File: src/rtl/uart_pkt_pkg.sv
// Shared types and constants for the UART packet framing stage.
package uart_pkt_pkg;

  typedef enum logic [2:0] {
    StIdle,
    StLen,
    StPayload,
    StChk,
    StSend
  } state_e;

  localparam logic [1:0] ERR_OVERRUN = 2'd0;
  localparam logic [1:0] ERR_BAD_LEN = 2'd1;
  localparam logic [1:0] ERR_BAD_CHK = 2'd2;
  localparam logic [1:0] ERR_TIMEOUT = 2'd3;

  localparam logic [7:0] DEFAULT_SOF_BYTE = 8'hA5;

endpackage

File: src/rtl/uart_pkt_buf.sv
// Payload buffer: synchronous write, combinational read, deliberately not reset.
module uart_pkt_buf #(
  parameter int unsigned Depth = 16,
  parameter int unsigned AddrW = 4
) (
  input  logic             clk_i,
  input  logic             we_i,
  input  logic [AddrW-1:0] waddr_i,
  input  logic [7:0]       wdata_i,
  input  logic [AddrW-1:0] raddr_i,
  output logic [7:0]       rdata_o
);

  logic [7:0] mem_q [Depth];

  always_ff @(posedge clk_i) begin
    if (we_i) begin
      mem_q[waddr_i] <= wdata_i;
    end
  end

  assign rdata_o = mem_q[raddr_i];

endmodule

File: src/rtl/uart_pkt_parser.sv
// Frames SOF/LEN/payload/CHK byte strobes, checks the XOR checksum and replays
// good payloads on a valid/ready stream; bad frames raise err_pulse/err_code.
module uart_pkt_parser
  import uart_pkt_pkg::*;
#(
  parameter int unsigned MAX_LEN       = 16,
  parameter logic [7:0]  SOF_BYTE      = DEFAULT_SOF_BYTE,
  parameter int unsigned TIMEOUT_TICKS = 27000
) (
  input  logic       clock,
  input  logic       n_reset,
  input  logic [7:0] in_data,
  input  logic       in_valid,
  output logic [7:0] out_data,
  output logic       out_valid,
  input  logic       out_ready,
  output logic       out_last,
  output logic [7:0] pkt_len,
  output logic       busy,
  output logic       err_pulse,
  output logic [1:0] err_code
);

  localparam int unsigned IdxW = (MAX_LEN > 1) ? $clog2(MAX_LEN) : 1;
  localparam int unsigned TmoW = $clog2(TIMEOUT_TICKS + 1);
  // Terminal cycle is the (TIMEOUT_TICKS-1)th idle cycle after the last byte.
  localparam logic [TmoW-1:0] TmoTerm = (TIMEOUT_TICKS > 1) ? TmoW'(TIMEOUT_TICKS - 2) : '0;
  localparam logic [7:0] MaxLen = 8'(MAX_LEN);

  state_e            state_q, state_d;
  logic [7:0]        len_q, len_d;
  logic [7:0]        chk_q, chk_d;
  logic [IdxW-1:0]   idx_q, idx_d;
  logic [IdxW-1:0]   rd_idx_q, rd_idx_d;
  logic [TmoW-1:0]   tmo_q, tmo_d;
  logic              out_valid_q, out_valid_d;
  logic              err_pulse_q, err_pulse_d;
  logic [1:0]        err_code_q, err_code_d;
  logic              buf_we;
  logic [7:0]        buf_rdata;
  logic              in_frame;
  logic              tmo_hit;
  logic              wr_last;
  logic              rd_last;

  uart_pkt_buf #(
    .Depth (MAX_LEN),
    .AddrW (IdxW)
  ) u_buf (
    .clk_i   (clock),
    .we_i    (buf_we),
    .waddr_i (idx_q),
    .wdata_i (in_data),
    .raddr_i (rd_idx_q),
    .rdata_o (buf_rdata)
  );

  assign in_frame = (state_q == StLen) || (state_q == StPayload) || (state_q == StChk);
  assign tmo_hit  = in_frame && !in_valid && (tmo_q == TmoTerm);
  // Compare in 8 bits so a length of MAX_LEN never wraps the narrower index.
  assign wr_last  = (8'(idx_q) == len_q - 8'd1);
  assign rd_last  = (8'(rd_idx_q) == len_q - 8'd1);

  always_comb begin
    state_d     = state_q;
    len_d       = len_q;
    chk_d       = chk_q;
    idx_d       = idx_q;
    rd_idx_d    = rd_idx_q;
    tmo_d       = tmo_q;
    out_valid_d = out_valid_q;
    err_pulse_d = 1'b0;
    err_code_d  = err_code_q;
    buf_we      = 1'b0;

    if (in_frame) begin
      tmo_d = in_valid ? '0 : tmo_q + TmoW'(1);
    end

    unique case (state_q)
      StIdle: begin
        tmo_d = '0;
        if (in_valid && (in_data == SOF_BYTE)) begin
          state_d = StLen;
        end
      end
      StLen: begin
        if (in_valid) begin
          if ((in_data == 8'd0) || (in_data > MaxLen)) begin
            state_d     = StIdle;
            err_pulse_d = 1'b1;
            err_code_d  = ERR_BAD_LEN;
          end else begin
            len_d   = in_data;
            chk_d   = in_data;
            idx_d   = '0;
            state_d = StPayload;
          end
        end
      end
      StPayload: begin
        if (in_valid) begin
          buf_we = 1'b1;
          chk_d  = chk_q ^ in_data;
          if (wr_last) begin
            state_d = StChk;
          end else begin
            idx_d = idx_q + IdxW'(1);
          end
        end
      end
      StChk: begin
        if (in_valid) begin
          if (in_data == chk_q) begin
            state_d     = StSend;
            rd_idx_d    = '0;
            out_valid_d = 1'b1;
          end else begin
            state_d     = StIdle;
            err_pulse_d = 1'b1;
            err_code_d  = ERR_BAD_CHK;
          end
        end
      end
      StSend: begin
        if (in_valid) begin
          err_pulse_d = 1'b1;
          err_code_d  = ERR_OVERRUN;
        end
        if (out_valid_q && out_ready) begin
          if (rd_last) begin
            out_valid_d = 1'b0;
            state_d     = StIdle;
          end else begin
            rd_idx_d = rd_idx_q + IdxW'(1);
          end
        end
      end
      default: state_d = StIdle;
    endcase

    if (tmo_hit) begin
      state_d     = StIdle;
      err_pulse_d = 1'b1;
      err_code_d  = ERR_TIMEOUT;
    end
  end

  always_ff @(posedge clock or negedge n_reset) begin
    if (!n_reset) begin
      state_q     <= StIdle;
      len_q       <= '0;
      chk_q       <= '0;
      idx_q       <= '0;
      rd_idx_q    <= '0;
      tmo_q       <= '0;
      out_valid_q <= 1'b0;
      err_pulse_q <= 1'b0;
      err_code_q  <= '0;
    end else begin
      state_q     <= state_d;
      len_q       <= len_d;
      chk_q       <= chk_d;
      idx_q       <= idx_d;
      rd_idx_q    <= rd_idx_d;
      tmo_q       <= tmo_d;
      out_valid_q <= out_valid_d;
      err_pulse_q <= err_pulse_d;
      err_code_q  <= err_code_d;
    end
  end

  // Gate the unreset buffer read so outputs read 0 outside a replay.
  assign out_valid = out_valid_q;
  assign out_data  = out_valid_q ? buf_rdata : 8'h00;
  assign out_last  = out_valid_q && rd_last;
  assign pkt_len   = out_valid_q ? len_q : 8'h00;
  assign busy      = (state_q != StIdle);
  assign err_pulse = err_pulse_q;
  assign err_code  = err_code_q;

endmodule

File: config.mk
export PLATFORM = sky130hd
export DESIGN_NAME = uart_pkt_parser
export DESIGN_NICKNAME = d
export VERILOG_FILES = /design/src/rtl/uart_pkt_pkg.sv /design/src/rtl/uart_pkt_buf.sv /design/src/rtl/uart_pkt_parser.sv
export SDC_FILE = /design/constraint.sdc
export NUM_CORES = 1
export LEC_CHECK = 0
export CORE_MARGIN = 4
export CORE_UTILIZATION = 30
export DETAILED_ROUTE_END_ITERATION = 8
export PLACE_DENSITY = 0.52
export SYNTH_ARGS = -nofsm -noshare
export SYNTH_HDL_FRONTEND = slang
export SYNTH_HIERARCHICAL = 1
export SYNTH_SLANG_ARGS = --single-unit
File: constraint.sdc
create_clock -name clock -period 3.2 [get_ports clock]
set_input_delay 0.8 -clock clock [delete_from_list [all_inputs] [get_ports clock]]
set_output_delay 0.8 -clock clock [all_outputs]
set_load 0.02 [all_outputs]
==> impl_metrics.csv, run 1 <==
group,metric,value,unit
floorplan,rows,58,
synth,synth_top_area_frac,0.490,
detailed_routing,wl,18.7,mm
placed_design,place_area,8860,um2
cells_and_area,multi_input_comb_area,2740,um2
placed_design,portBuffers,33,
global_route,grt_first_pass_wirelength,29.3,mm
cells_and_area,areaGrowthSynthToFinish,22.9,%
global_route,gr-total-overflow,0,
synth,synth_seq_cells,174,
detailed_routing,post_drt_wl_per_cell,19.2,um
clock_tree,clock_latency,0.43,ns
synth,ys_types,62,
sta,rsz0062_at_grt,"yes",
worst_setup_path,critPathCaptureType,"output pin",
synth,yosysTopAreaCell,"edfxtp_1",
placed_design,place_ws,0.0352,ns
cells_and_area,diodes,0,
cells_and_area,finalInstanceArea,9640,um2
global_route,grt_antenna_before_repair,1,
detailed_routing,vias,4846,
sta,hold_violations,0,
sta,setup_viol,0,
synth,syn_inst,538,
synth,postSynthAreaPerCell,14.6,um2
sta,setup_tns,0,ns
worst_setup_path,cp.required,2.40,ns
sta,fmax,321,MHz
synth,synth_area,7840,um2
detailed_routing,ant_nets,0,
sta,skew,0.0148,ns
synth,synthesis.nets,555,
synth,netlist_top_cells_count,"128 x edfxtp_1, 46 x dfrtp_1, 40 x nand2_1",
sta,post-route-period-util,0.975,
synth,synth.most_common_cell,"edfxtp_1",
clock_tree,hold_buffers,0,
clock_tree,tritoncts,"done",
worst_setup_path,path_buf_inv,3,
worst_setup_path,r2r_setup_slack,0.89,ns
sta,maxSlewHeadroom,0.604,
worst_setup_path,path_delay_family,"multiplexers",
floorplan,start_util,0.308,
global_route,gr-usage-all-layers,0.133,
synth,yosysSeqAreaShare,0.637,
synth,synthTopCellsByArea,"edfxtp_1 49%, dfrtp_1 15%, mux4_2 5.2%",
synth,yosysWarnings,6,
worst_setup_path,cp_slowest_cell,"mux4_1",
worst_setup_path,rr_startpoint,"state_q[1]",
pwr,powerDensity,488,nW/um2
worst_setup_path,crit_path_start_kind,"register",
worst_setup_path,worstReg2RegEnd,"u_buf/mem_q[0][4]",
floorplan,die_w,170,um
clock_tree,clock_sinks,174,
detailed_routing,drt_iter0_drc,295,
global_route,grt_max_degree,33,
worst_setup_path,crit_chain,"buf_6, buf_12, mux4_1, a22oi_2, nand2_1, and2_1, clkdlybuf4s15_2",
clock_tree,htreeDepth,4,
synth,ys.flop_type,"edfxtp_1",
floorplan,die-area,28800,um2
floorplan,die_h,170,um
worst_setup_path,cp.depth,7,
cells_and_area,n_fill_cell,2409,
sta,fin_crit,3.12,ns
sta,worst_pin_slew,0.591,ns
sta,drv_slew,0,
cells_and_area,regArea,5000,um2
worst_setup_path,criticalPathCategory,"register to output pin",
synth,synth-edff-count,128,
sta,setup_slack,0.0805,ns
worst_setup_path,reg2regPathDepth,7,
detailed_routing,drc,0,
placed_design,dpl.hpwl,12.6,mm
pwr,peakVddDrop,0.000302,V
cells_and_area,layout.nets,648,
synth,synthArstFlopShare,0.264,
worst_setup_path,cp_max_fo,7,
clock_tree,cts_buffers,17,
clock_tree,cts.clk_slew.worst_paths,0.07,ns
floorplan,core_area,25500,um2
global_route,grt_pass1_vias,5081,
cells_and_area,layout-drive-gt1-share,0.256,
clock_tree,clockRootBuffer,"clkbuf_16",
worst_setup_path,critPathArrivalTime,2.32,ns
worst_setup_path,critPathMaxStageDelay,0.57,ns
min_path,hold_path_class,"primary input to async pin",
run_status,status,"finished clean",
detailed_routing,first_pass_iters,5,
pwr,p_leak,0.00346,uW
job,maxCapViolCount,0,
placed_design,routabilityCongestion,0.778,
clock_tree,clockBufferDepth,2,
detailed_routing,vias_per_cell,4.98,
floorplan,ios,34,
power by group:
part	leakage, uW	switching [uW]	internal (uW)	total [uW]
clock network	0.000288	1000	1050	2050
logic	0.00140	107	85.1	193
registers	0.00178	20.0	2440	2460
total	0.00346	1130	3570	4700
through the flow:
step                      std cells  hold slack [ns]  total power [uW]   util
final                           974            0.334              4700  0.378
after global routing            974            0.350              4880  0.378
after CTS                       967            0.332              4750  0.374
after detailed placement        929            0.495              2690  0.348
after global placement          929            0.492              2690  0.348
after floorplan                 538            0.470              2590      -
placed cells by master (no fill, tap or decap), types with 16 or more instances in the layout:
cell type / n
nand3_1: 16
nand2_1: 40
clkdlybuf4s50_1: 23
buf_4: 55
mux4_2: 23
a21oi_1: 17
and2_1: 19
o21ai_0: 25
edfxtp_1: 128
xor2_1: 18
nor2_1: 36
clkbuf_16: 18
dfrtp_1: 45
worst max path at each step:
stage / slack [ns] / end / startpoint
global placement: 0.03 / out_last / len_q[1]
global route: -0.02 / out_data[2] / rd_idx_q[0]
floorplan: 0.62 / u_buf/mem_q[0][0] / state_q[0]
CTS: -0.002 / out_data[1] / rd_idx_q[0]
finish: 0.08 / out_data[2] / rd_idx_q[0]
detailed placement: 0.04 / out_last / len_q[1]
cell families (layout without fill, tap and decap cells):
kind of cell | after synthesis | in the layout | synth area share
flip-flops | 174 | 174 | 0.637
multiplexers | 42 | 42 | 0.113
XOR/XNOR | 25 | 25 | 0.0307
adder cells (fa/ha/maj) | 5 | 5 | 0.00798
AND/OR/NAND/NOR | 177 | 177 | 0.120
AO/OA/AOI/OAI | 81 | 81 | 0.0675
buffers and inverters | 34 | 140 | 0.0236
layer usage:
| metal | share of wire | wire [um] | global-route usage | vias up |
|---|---|---|---|---|
| li1 | - | - | - | 2238 |
| met1 | 0.47 | 8790 | 0.178 | 2508 |
| met2 | 0.49 | 9100 | 0.219 | 87 |
| met3 | 0.036 | 675 | 0.0363 | 11 |
| met4 | 0.0079 | 148 | 0.0284 | 2 |
| met5 | 0.00069 | 13 | 0 | - |
sequential cells by signal, summed over array words and instances, names as in the netlist:
name,cells
chk_q,8
err_code,2
err_pulse,1
idx_q,4
len_q,8
out_valid,1
rd_idx_q,4
state_q,3
tmo_q,15
u_buf/mem_q,128
layout make-up:
cell class | instances | share of cell area
clock buffer | 17 | 0.0442
timing repair buffer | 95 | 0.0878
multi-input combinational | 330 | 0.284
sequential | 174 | 0.519
clock inverter | 15 | 0.0178
inverter | 13 | 0.00506
tap | 330 | 0.0429
repair_timing:
action	4_1_cts	5_1_grt
buffers inserted	6	6
cloned	0	1
endpoints found under the setup margin	9	9
pin swaps	3	7
resized for setup	41	19
(Power assumes the default switching activity.)
==> run 2, diff against run 1 <==
--- a/config.mk
+++ b/config.mk
@@ -5,10 +5,13 @@
 export SDC_FILE = /design/constraint.sdc
 export NUM_CORES = 1
 export LEC_CHECK = 0
+export ABC_CLOCK_PERIOD_IN_PS = 3200
 export CORE_MARGIN = 4
 export CORE_UTILIZATION = 30
 export DETAILED_ROUTE_END_ITERATION = 8
+export GPL_ROUTABILITY_DRIVEN = 0
 export PLACE_DENSITY = 0.52
+export SKIP_LAST_GASP = 1
 export SYNTH_ARGS = -nofsm -noshare
 export SYNTH_HDL_FRONTEND = slang
 export SYNTH_HIERARCHICAL = 1
==> impl_metrics.csv, run 2 (synthesis results as in run 1) <==
group,metric,value,unit
run_status,status,"finished clean",
clock_tree,cts.clk_slew.worst_paths,0.07,ns
clock_tree,hold_buffers,0,
detailed_routing,drc,0,
detailed_routing,post_drt_wl_per_cell,19.3,um
cells_and_area,finalInstanceArea,9560,um2
worst_setup_path,cp-endpoint,"out_data[2]",
clock_tree,clockRootBuffer,"clkbuf_16",
cells_and_area,top_register,"u_buf/mem_q",
sta,worst_pin_slew,0.534,ns
pwr,clkPwrFrac,0.437,
worst_setup_path,cp_max_fo,7,
cells_and_area,fin_util,0.375,
clock_tree,cts_buffers,17,
floorplan,die_h,170,um
global_route,grt_max_degree,33,
clock_tree,htreeDepth,4,
cells_and_area,largest_reg_flops,128,
floorplan,ios,34,
cells_and_area,layout.nets,645,
pwr,peakVddDrop,0.000302,V
sta,post-route-period-util,0.980,
detailed_routing,ant_nets,0,
worst_setup_path,cp.required,2.40,ns
cells_and_area,mostFrequentLayoutCell,"edfxtp_1",
cells_and_area,reg.largest.list,"u_buf/mem_q (128), tmo_q (15)",
floorplan,start_util,0.308,
placed_design,dpl.hpwl,12.6,mm
job,maxCapViolCount,0,
sta,maxSlewHeadroom,0.642,
worst_setup_path,rr_startpoint,"state_q[1]",
worst_setup_path,crit_path_start_kind,"register",
clock_tree,clock_latency,0.43,ns
global_route,grt_antenna_before_repair,1,
pwr,combPwrFrac,0.040,
sta,fin_crit,3.14,ns
sta,rsz0062_at_grt,"yes",
worst_setup_path,critPathArrivalTime,2.34,ns
detailed_routing,vias_per_cell,4.96,
cells_and_area,areaGrowthSynthToFinish,22.0,%
worst_setup_path,r2r_setup_slack,0.89,ns
worst_setup_path,startpoint,"rd_idx_q[0]",
detailed_routing,vias,4821,
cells_and_area,layout-drive-gt1-share,0.240,
pwr,powerDensity,492,nW/um2
global_route,grt_first_pass_wirelength,29.3,mm
clock_tree,tritoncts,"done",
pwr,pwr-share-seq,0.523,
clock_tree,clock_sinks,174,
worst_setup_path,critPathMaxStageDelay,0.55,ns
floorplan,die-area,28800,um2
pwr,swShare,0.240,
worst_setup_path,criticalPathCategory,"register to output pin",
global_route,gr-total-overflow,0,
cells_and_area,final_cell_mix,"128 x edfxtp_1, 53 x buf_4, 45 x dfrtp_1",
floorplan,core_area,25500,um2
sta,skew,0.0168,ns
floorplan,rows,58,
sta,holdWs,0.331,ns
cells_and_area,diodes,0,
worst_setup_path,reg2regPathDepth,7,
sta,setup_tns,0,ns
min_path,hold_path_class,"primary input to async pin",
worst_setup_path,cp_slowest_cell,"mux4_1",
worst_setup_path,worstReg2RegEnd,"u_buf/mem_q[0][4]",
sta,hold_violations,0,
detailed_routing,wl,18.7,mm
detailed_routing,drt_iter0_drc,301,
placed_design,portBuffers,33,
pwr,net-switching-power,1130,uW
sta,fmax,319,MHz
sta,drv_slew,0,
worst_setup_path,critPathCaptureType,"output pin",
global_route,gr-usage-all-layers,0.133,
detailed_routing,first_pass_iters,4,
placed_design,place_area,8860,um2
pwr,p_int,3570,uW
worst_setup_path,crit_chain,"buf_6, buf_12, mux4_1, a22oi_1, nand2_1, and2_1, clkdlybuf4s15_2",
clock_tree,clockBufferDepth,2,
global_route,grt_pass1_vias,5063,
floorplan,die_w,170,um
sta,setup_viol,0,
pwr,p_leak,0.00344,uW
## run 2: changes by cell type in the layout (fill, tap and decap cells not counted), moves of 2 or more
cell / previous run / this run
a22oi_1: 4 / 8
a22oi_2: 12 / 8
buf_4: 55 / 53
buf_6: 3 / 1
clkbuf_2: 1 / 5
clkdlybuf4s15_2: 3 / 1
## run 2: area by class of cell
type | instances | area [um2]
clock buffers | 17 | 425
clock inverters | 15 | 171
fillers | 2426 | 15900
inverters | 13 | 48.8
multi-input cells | 330 | 2700
flip-flops and latches | 174 | 5000
well taps | 330 | 413
repair buffers | 92 | 801
## run 2: power groups by stage
stage / logic (uW) / clock network (uW) / registers [uW]
2_1_floorplan: 82.3 / 0 / 2500
3_3_place_gp: 179 / 0 / 2510
3_5_place_dp: 185 / 0 / 2510
4_1_cts: 190 / 2100 / 2460
5_1_grt: 210 / 2210 / 2460
6_report: 190 / 2050 / 2460
## run 2: worst min-delay path by stage
stage	from	to	slack, ns	depth (start not counted)
6_report	n_reset	len_q[7]	0.33	1
5_1_grt	n_reset	len_q[7]	0.35	1
4_1_cts	n_reset	len_q[7]	0.33	1
3_5_place_dp	chk_q[5]	chk_q[5]	0.50	1
3_3_place_gp	chk_q[6]	chk_q[6]	0.49	1
2_1_floorplan	chk_q[5]	chk_q[5]	0.47	1
## run 2: per-stage QoR
| stage | instances | power [uW] | worst slack [ns] |
|---|---|---|---|
| floorplan | 538 | 2590 | 0.620 |
| global placement | 929 | 2690 | 0.0284 |
| detailed placement | 929 | 2690 | 0.0352 |
| CTS | 967 | 4750 | -0.0644 |
| global route | 971 | 4880 | -0.0526 |
| finish | 971 | 4700 | 0.0635 |
## run 2: critical path, delay by kind of cell, from the launching register on
family	cells	cell delay, ns
AND/OR/NAND/NOR	2	0.21
flip-flops	1	0.42
AO/OA/AOI/OAI	1	0.22
multiplexers	1	0.55
buffers and inverters	3	0.51
## run 2: per-layer routing
layer	global-route usage	vias up	share of wire	wire [um]
met3	0.0363	11	0.041	766
met5	0	-	0.00069	13
met2	0.220	101	0.49	9130
met4	0.0252	2	0.0053	100
li1	-	2235	-	-
met1	0.177	2472	0.47	8720
## run 2: what timing repair did
action                     CTS  global route
gates cloned                 0             1
setup endpoints to repair    9             9
gates resized for setup     27            20
setup buffers                6             3
pin swaps                    2             5
